### config.mk
export PLATFORM = sky130hd
export DESIGN_NAME = mmio_bridge
export DESIGN_NICKNAME = d
export VERILOG_FILES = /design/src/rtl/mmio_bridge_pkg.sv /design/src/rtl/mmio_bridge_cmd_fifo.sv /design/src/rtl/mmio_bridge.sv
export SDC_FILE = /design/constraint.sdc
export NUM_CORES = 1
export LEC_CHECK = 0
export ABC_AREA = 1
export BUFFER_PORTS_ARGS = -buffer_cell sky130_fd_sc_hd__buf_2
export CORE_ASPECT_RATIO = 1.5
export CORE_MARGIN = 2
export CORE_UTILIZATION = 46
export DETAILED_ROUTE_END_ITERATION = 16
export PLACE_DENSITY_LB_ADDON = 0.1
export SLEW_MARGIN = 20
export SYNTH_ARGS = -nofsm -noshare
export SYNTH_HDL_FRONTEND = slang
export SYNTH_SLANG_ARGS = --single-unit
export TNS_END_PERCENT = 5
### constraint.sdc
create_clock -name clk_i -period 2 [get_ports clk_i]
set_clock_uncertainty 0.05 [all_clocks]
set_input_delay 0.1 -clock clk_i [delete_from_list [all_inputs] [get_ports clk_i]]
set_output_delay 0.1 -clock clk_i [all_outputs]
set_load 0.1 [all_outputs]
### src/rtl/mmio_bridge_pkg.sv
// Shared definitions for the MMIO bridge: address map, command FIFO sizing
// and the address decoder used by the top level.
package mmio_bridge_pkg;

    // Value of addr[31] that selects the data RAM.
    localparam logic        RAM_ADDR_MSB      = 1'b0;
    // GPU command window, word-aligned, inclusive limits.
    localparam logic [31:0] CMD_BASE          = 32'h8000_0000;
    localparam logic [31:0] CMD_LIMIT         = 32'h8000_00FC;
    // Single status/control register.
    localparam logic [31:0] STATUS_ADDR       = 32'h8000_0100;

    // Command FIFO sizing.
    localparam int          DEFAULT_CMD_DEPTH = 4;
    localparam int          CMD_ADDR_W        = 6;
    localparam int          CMD_DATA_W        = 32;
    localparam int          CMD_ENTRY_W       = CMD_ADDR_W + CMD_DATA_W;

    // Bit position of the sticky error flag inside the status word.
    localparam int          STATUS_ERR_BIT    = 8;

    typedef enum logic [1:0] {
        REGION_RAM      = 2'd0,
        REGION_CMD      = 2'd1,
        REGION_STATUS   = 2'd2,
        REGION_UNMAPPED = 2'd3
    } region_e;

    // Classify a byte address; the two low bits never take part.
    function automatic region_e decode_region(input logic [31:0] addr);
        logic [31:0] word_addr;
        region_e     region;
        word_addr = {addr[31:2], 2'b00};
        if (word_addr[31] == RAM_ADDR_MSB) begin
            region = REGION_RAM;
        end else if ((word_addr >= CMD_BASE) && (word_addr <= CMD_LIMIT)) begin
            region = REGION_CMD;
        end else if (word_addr == STATUS_ADDR) begin
            region = REGION_STATUS;
        end else begin
            region = REGION_UNMAPPED;
        end
        return region;
    endfunction

endpackage

### src/rtl/mmio_bridge_cmd_fifo.sv
// Command FIFO between the CPU store path and the GPU command stream.
// Head entry is read combinationally so a push is visible one cycle later.
// Pushes are refused while full even if a pop happens in the same cycle.
module cmd_fifo #(
    parameter int DEPTH = 4,
    parameter int WIDTH = 38,
    localparam int PTR_W = $clog2(DEPTH),
    localparam int CNT_W = PTR_W + 1
) (
    input  logic             clk_i,
    input  logic             reset_i,
    input  logic             push_i,
    input  logic [WIDTH-1:0] push_data_i,
    input  logic             pop_i,
    output logic [WIDTH-1:0] head_o,
    output logic             full_o,
    output logic             empty_o,
    output logic [CNT_W-1:0] count_o
);

    logic [WIDTH-1:0] mem_q [DEPTH];
    logic [PTR_W-1:0] wr_ptr_q;
    logic [PTR_W-1:0] wr_ptr_d;
    logic [PTR_W-1:0] rd_ptr_q;
    logic [PTR_W-1:0] rd_ptr_d;
    logic [CNT_W-1:0] count_q;
    logic [CNT_W-1:0] count_d;
    logic             push_ok;
    logic             pop_ok;

    assign full_o  = (count_q == CNT_W'(DEPTH));
    assign empty_o = (count_q == '0);
    assign count_o = count_q;
    assign head_o  = mem_q[rd_ptr_q];

    // Full check uses the registered count, so a pop cannot free a slot for a same-cycle push.
    assign push_ok = push_i & ~full_o;
    assign pop_ok  = pop_i & ~empty_o;

    // Next pointers and occupancy; pointers wrap naturally because DEPTH is a power of two.
    always_comb begin
        wr_ptr_d = wr_ptr_q;
        rd_ptr_d = rd_ptr_q;
        count_d  = count_q;
        if (push_ok) begin
            wr_ptr_d = wr_ptr_q + PTR_W'(1);
        end
        if (pop_ok) begin
            rd_ptr_d = rd_ptr_q + PTR_W'(1);
        end
        case ({push_ok, pop_ok})
            2'b10:   count_d = count_q + CNT_W'(1);
            2'b01:   count_d = count_q - CNT_W'(1);
            default: count_d = count_q;
        endcase
    end

    // Pointer and count registers; reset only invalidates, storage is left as is.
    always_ff @(posedge clk_i) begin
        if (reset_i) begin
            wr_ptr_q <= '0;
            rd_ptr_q <= '0;
            count_q  <= '0;
        end else begin
            wr_ptr_q <= wr_ptr_d;
            rd_ptr_q <= rd_ptr_d;
            count_q  <= count_d;
        end
    end

    // Entry storage written at the tail.
    always_ff @(posedge clk_i) begin
        if (push_ok) begin
            mem_q[wr_ptr_q] <= push_data_i;
        end
    end

endmodule

### src/rtl/mmio_bridge.sv
// Memory-stage MMIO bridge: routes loads/stores to the data RAM, a GPU
// command FIFO and a status register, and stalls the pipeline on a full FIFO.
module mmio_bridge
    import mmio_bridge_pkg::*;
#(
    parameter int CMD_DEPTH = DEFAULT_CMD_DEPTH
) (
    input  logic        clk_i,
    input  logic        reset_i,
    input  logic        mem_write_m_i,
    input  logic        mem_read_m_i,
    input  logic [31:0] addr_m_i,
    input  logic [31:0] write_data_m_i,
    output logic [31:0] read_data_m_o,
    output logic        stall_m_o,
    output logic        ram_we_o,
    output logic [31:0] ram_addr_o,
    output logic [31:0] ram_wdata_o,
    input  logic [31:0] ram_rdata_i,
    output logic        cmd_valid_o,
    input  logic        cmd_ready_i,
    output logic [5:0]  cmd_addr_o,
    output logic [31:0] cmd_data_o
);

    localparam int PTR_W = $clog2(CMD_DEPTH);
    localparam int CNT_W = PTR_W + 1;

    region_e                region;
    logic                   is_store;
    logic                   is_load;
    logic                   cmd_store;
    logic                   fifo_push;
    logic                   fifo_pop;
    logic                   fifo_full;
    logic                   fifo_empty;
    logic [CNT_W-1:0]       fifo_count;
    logic [CMD_ENTRY_W-1:0] fifo_head;
    logic [31:0]            status_word;
    logic                   err_q;
    logic                   err_d;
    logic                   err_set;
    logic                   err_clr;

    assign region    = decode_region(addr_m_i);
    // A cycle with both strobes high behaves as a store only.
    assign is_store  = mem_write_m_i;
    assign is_load   = mem_read_m_i & ~mem_write_m_i;
    assign cmd_store = is_store & (region == REGION_CMD);

    // Data RAM port is a straight pass-through with a gated write enable.
    assign ram_we_o    = is_store & (region == REGION_RAM);
    assign ram_addr_o  = addr_m_i;
    assign ram_wdata_o = write_data_m_i;

    // A CMD store into a full FIFO holds the pipeline and is retried next cycle.
    assign fifo_push = cmd_store & ~fifo_full;
    assign stall_m_o = cmd_store & fifo_full;
    assign fifo_pop  = ~fifo_empty & cmd_ready_i;

    cmd_fifo #(
        .DEPTH (CMD_DEPTH),
        .WIDTH (CMD_ENTRY_W)
    ) u_cmd_fifo (
        .clk_i       (clk_i),
        .reset_i     (reset_i),
        .push_i      (fifo_push),
        .push_data_i ({addr_m_i[7:2], write_data_m_i}),
        .pop_i       (fifo_pop),
        .head_o      (fifo_head),
        .full_o      (fifo_full),
        .empty_o     (fifo_empty),
        .count_o     (fifo_count)
    );

    assign cmd_valid_o = ~fifo_empty;
    assign cmd_addr_o  = fifo_head[CMD_ENTRY_W-1 -: CMD_ADDR_W];
    assign cmd_data_o  = fifo_head[CMD_DATA_W-1:0];

    // Status word: empty, full, occupancy and the sticky error flag.
    always_comb begin
        status_word                 = '0;
        status_word[0]              = fifo_empty;
        status_word[1]              = fifo_full;
        status_word[2 +: CNT_W]     = fifo_count;
        status_word[STATUS_ERR_BIT] = err_q;
    end

    // Load data mux by region; CMD and unmapped read back as zero.
    always_comb begin
        read_data_m_o = '0;
        case (region)
            REGION_RAM:    read_data_m_o = ram_rdata_i;
            REGION_STATUS: read_data_m_o = status_word;
            default:       read_data_m_o = '0;
        endcase
    end

    // Sticky error: set on bad accesses, cleared by any STATUS store, set has priority.
    always_comb begin
        err_set = (is_store & (region == REGION_UNMAPPED)) |
                  (is_load & ((region == REGION_UNMAPPED) | (region == REGION_CMD)));
        err_clr = is_store & (region == REGION_STATUS);
        err_d   = err_q;
        if (err_set) begin
            err_d = 1'b1;
        end else if (err_clr) begin
            err_d = 1'b0;
        end
    end

    // Error flag register.
    always_ff @(posedge clk_i) begin
        if (reset_i) begin
            err_q <= 1'b0;
        end else begin
            err_q <= err_d;
        end
    end

endmodule
==> impl_metrics.env <==
export IMPL_status="completed"
export IMPL_gp_congestion=0.779
export IMPL_finalCriticalPeriod_ns=1.94
export IMPL_ant_nets=0
export IMPL_critPathKind="flop to flop"
export IMPL_viasPerCell=4.97
export IMPL_worstMarginPinSlew_ns=0.502
export IMPL_stdcell_area_um2=9960
export IMPL_cellPowerDensity_nw_per_um2=799
export IMPL_synth_top_family_by_area="buffers and inverters"
export IMPL_synth_compound_area_share_pct=9.97
export IMPL_cts_sinks=162
export IMPL_wl_mm=16.6
export IMPL_die_y_um=156
export IMPL_async_reset_ff_share_pct=0
export IMPL_dieArea_um2=16500
export IMPL_finalHoldViolCount=0
export IMPL_dp_hpwl_mm=10.9
export IMPL_cts_buffers=17
export IMPL_post_cts_buffers=0
export IMPL_synthesis_area_um2=7100
export IMPL_antenna_found_initial=0
export IMPL_synth_xor_area_share_pct=0
export IMPL_synth_area_top_cells="edfxtp_1, buf_4, nor2_1"
export IMPL_grt_max_degree=45
export IMPL_insertion_delay_ns=0.41
export IMPL_cts_tree="yes"
export IMPL_total_power_w=0.00796
export IMPL_seq_area_frac_synth_pct=67.1
export IMPL_grt_pass1_wl_mm=25.9
export IMPL_synth_top_area_cell="edfxtp_1"
export IMPL_synth_area_per_cell_um2=11.3
export IMPL_ys_seq_elements=162
export IMPL_firstDrtPassIters=4
export IMPL_place_area_um2=8870
export IMPL_cp_arrival_ns=2.19
export IMPL_required_ns=2.25
export IMPL_cap_violations=0
export IMPL_grt_use_total_pct=20.3
export IMPL_n_antenna_cell=0
export IMPL_yosys_area_share_simple_pct=10.1
export IMPL_area_delta_synth_final_pct=40.2
export IMPL_drtIter0Drc=196
export IMPL_yosysWarnings=0
export IMPL_synthTopCellsByCount="edfxtp_1, nor2_1, buf_4, o21ai_0, inv_1"
export IMPL_irDropWorstVdd_mv=0.439
export IMPL_fin_crit_sh_pct=97.2
export IMPL_nNetsFinal=956
export IMPL_via_count=5273
export IMPL_start_kind="flop"
export IMPL_io_pins=238
export IMPL_synth_fa_ha_area_share_pct=1.16
export IMPL_coreArea_um2=15100
export IMPL_synth_edf_count=152
export IMPL_hold_class="input port to flop"
export IMPL_slew_violations=0
export IMPL_worstPathMaxFanout=3
export IMPL_die_x_um=105
export IMPL_n_fill_cell=1119
export IMPL_ys_flop_type="edfxtp_1"
export IMPL_setup_viol=0
export IMPL_p_leak_nw=4.06
export IMPL_max_slew_margin_pct=66.8
export IMPL_clk_pin_slew_ns=0.07
export IMPL_post_synth_top_count_cell="edfxtp_1"
export IMPL_post_drt_wl_per_cell_um=15.7
export IMPL_end_kind="flop"
export IMPL_synth_fp_nets=733
export IMPL_clock_fmax_mhz=514
export IMPL_portBuffers=233
export IMPL_start_util_pct=47.1
export IMPL_synth_area_mux_share_pct=0
export IMPL_synth_cell_type_count=23
export IMPL_cts_root_buf="clkbuf_16"
export IMPL_htree_num_levels=4
export IMPL_gr_total_overflow=0
export IMPL_cts_path_max_buffers=2
export IMPL_synth_top_area_share_pct=64.3
export IMPL_drc=0
export IMPL_r2r_slack_ns=0.06
export IMPL_drive_above_1_share_pct=38.6
export IMPL_rsz0062_at_grt="true"
export IMPL_floorplan_rows=55
export IMPL_grt_pass1_vias=5277
export IMPL_synthCells=626
-- metrics by stage --
stage               worst slack [ns]  hold slack, ns  cells  utilization [%]  setup TNS [ns]
global placement              0.0735           0.151    989             58.8               0
detailed placement           -0.0477           0.151    989             58.8         -0.0477
finish                        0.0554          0.0353   1061             66.1               0
CTS                          -0.0195          0.0100   1061             65.7         -0.0195
floorplan                     -0.456           0.119    626                -          -40.35
global route                 -0.0207          0.0473   1061             66.1         -0.0514
-- where the power goes --
part | switching (W) | internal, W
Combinational | 0.000915 | 0.000229
Clock | 0.00144 | 0.00167
Sequential | 0.000000952 | 0.00370
-- area by class of cell --
type,instances,area [µm²],area share [%]
inverter,60,225,2.26
tap,199,249,2.50
multi-input combinational,313,1660,16.7
clock buffer,17,425,4.27
timing repair buffer,295,2460,24.8
sequential,162,4770,47.9
clock inverter,15,159,1.60
-- worst max-delay path, stage by stage, from the launching register on --
cell and delay, ns:
dfxtp_2 0.33, inv_1 0.07, nor3_4 0.24, nor2_4 0.06
inv_2 0.05, ha_1 0.16, inv_2 0.06, fa_2 0.34
a21oi_1 0.17, o21ai_1 0.11, o21ai_1 0.12, a21oi_1 0.06
-- path summary, 6_finish.rpt --
check | from | to | depth (start not counted)
setup / recovery | u_cmd_fifo.count_o[2] | u_cmd_fifo.count_o[2] | 11
hold / removal | cmd_ready_i | u_cmd_fifo.rd_ptr_q[0] | 4
setup reg to reg | u_cmd_fifo.count_o[2] | u_cmd_fifo.count_o[2] | 11
hold reg to reg | u_cmd_fifo.rd_ptr_q[1] | u_cmd_fifo.rd_ptr_q[1] | 2
-- state kept, by name, summed over array words and instances, names as in the netlist, named ones only --
register	flops
err_q	1
u_cmd_fifo.wr_ptr_q	2
u_cmd_fifo.rd_ptr_q	2
u_cmd_fifo.count_o	3
u_cmd_fifo.mem_q	152
-- cells in the final DEF, fill, tap and decap left out, types with 4 or more instances in the layout --
master	Yosys	layout
buf_4	65	14
nand2_1	27	27
inv_1	53	52
nor2_1	129	129
a21oi_1	8	8
edfxtp_1	152	152
inv_2	7	8
buf_2	14	188
clkbuf_16	0	17
o22ai_1	38	19
buf_12	0	49
dfxtp_1	10	6
o21ai_1	23	24
inv_6	0	6
nor2_2	8	4
nor2_4	1	5
dlygate4sd3_1	0	40
o22ai_2	0	19
o21ai_0	63	61
ha_1	5	5
-- what timing repair did --
| item | 4_1_cts | 5_1_grt |
|---|---|---|
| endpoints found under the setup margin | 34 | 13 |
| hold buffers | 40 | 0 |
| pin swaps | 0 | 1 |
| hold endpoints to repair | 156 | 0 |
| gates resized for setup | 14 | 14 |
-- layer usage --
| metal | GRT usage [%] | wire length [µm] | part of all wire [%] | up-vias |
|---|---|---|---|---|
| li1 | - | - | - | 2544 |
| met1 | 21.2 | 6120 | 37 | 2504 |
| met2 | 39.3 | 9340 | 56 | 206 |
| met3 | 4.43 | 940 | 5.6 | 19 |
| met4 | 7.24 | 240 | 1.4 | 0 |
| met5 | 0 | 0 | 0 | - |
-- logic make-up after synthesis --
| family | after synthesis |
|---|---|
| flops | 162 |
| fa+ha+maj | 6 |
| compound gates | 132 |
| buf+inv | 151 |
| simple gates | 175 |
Power figures use the tool's default switching activity.
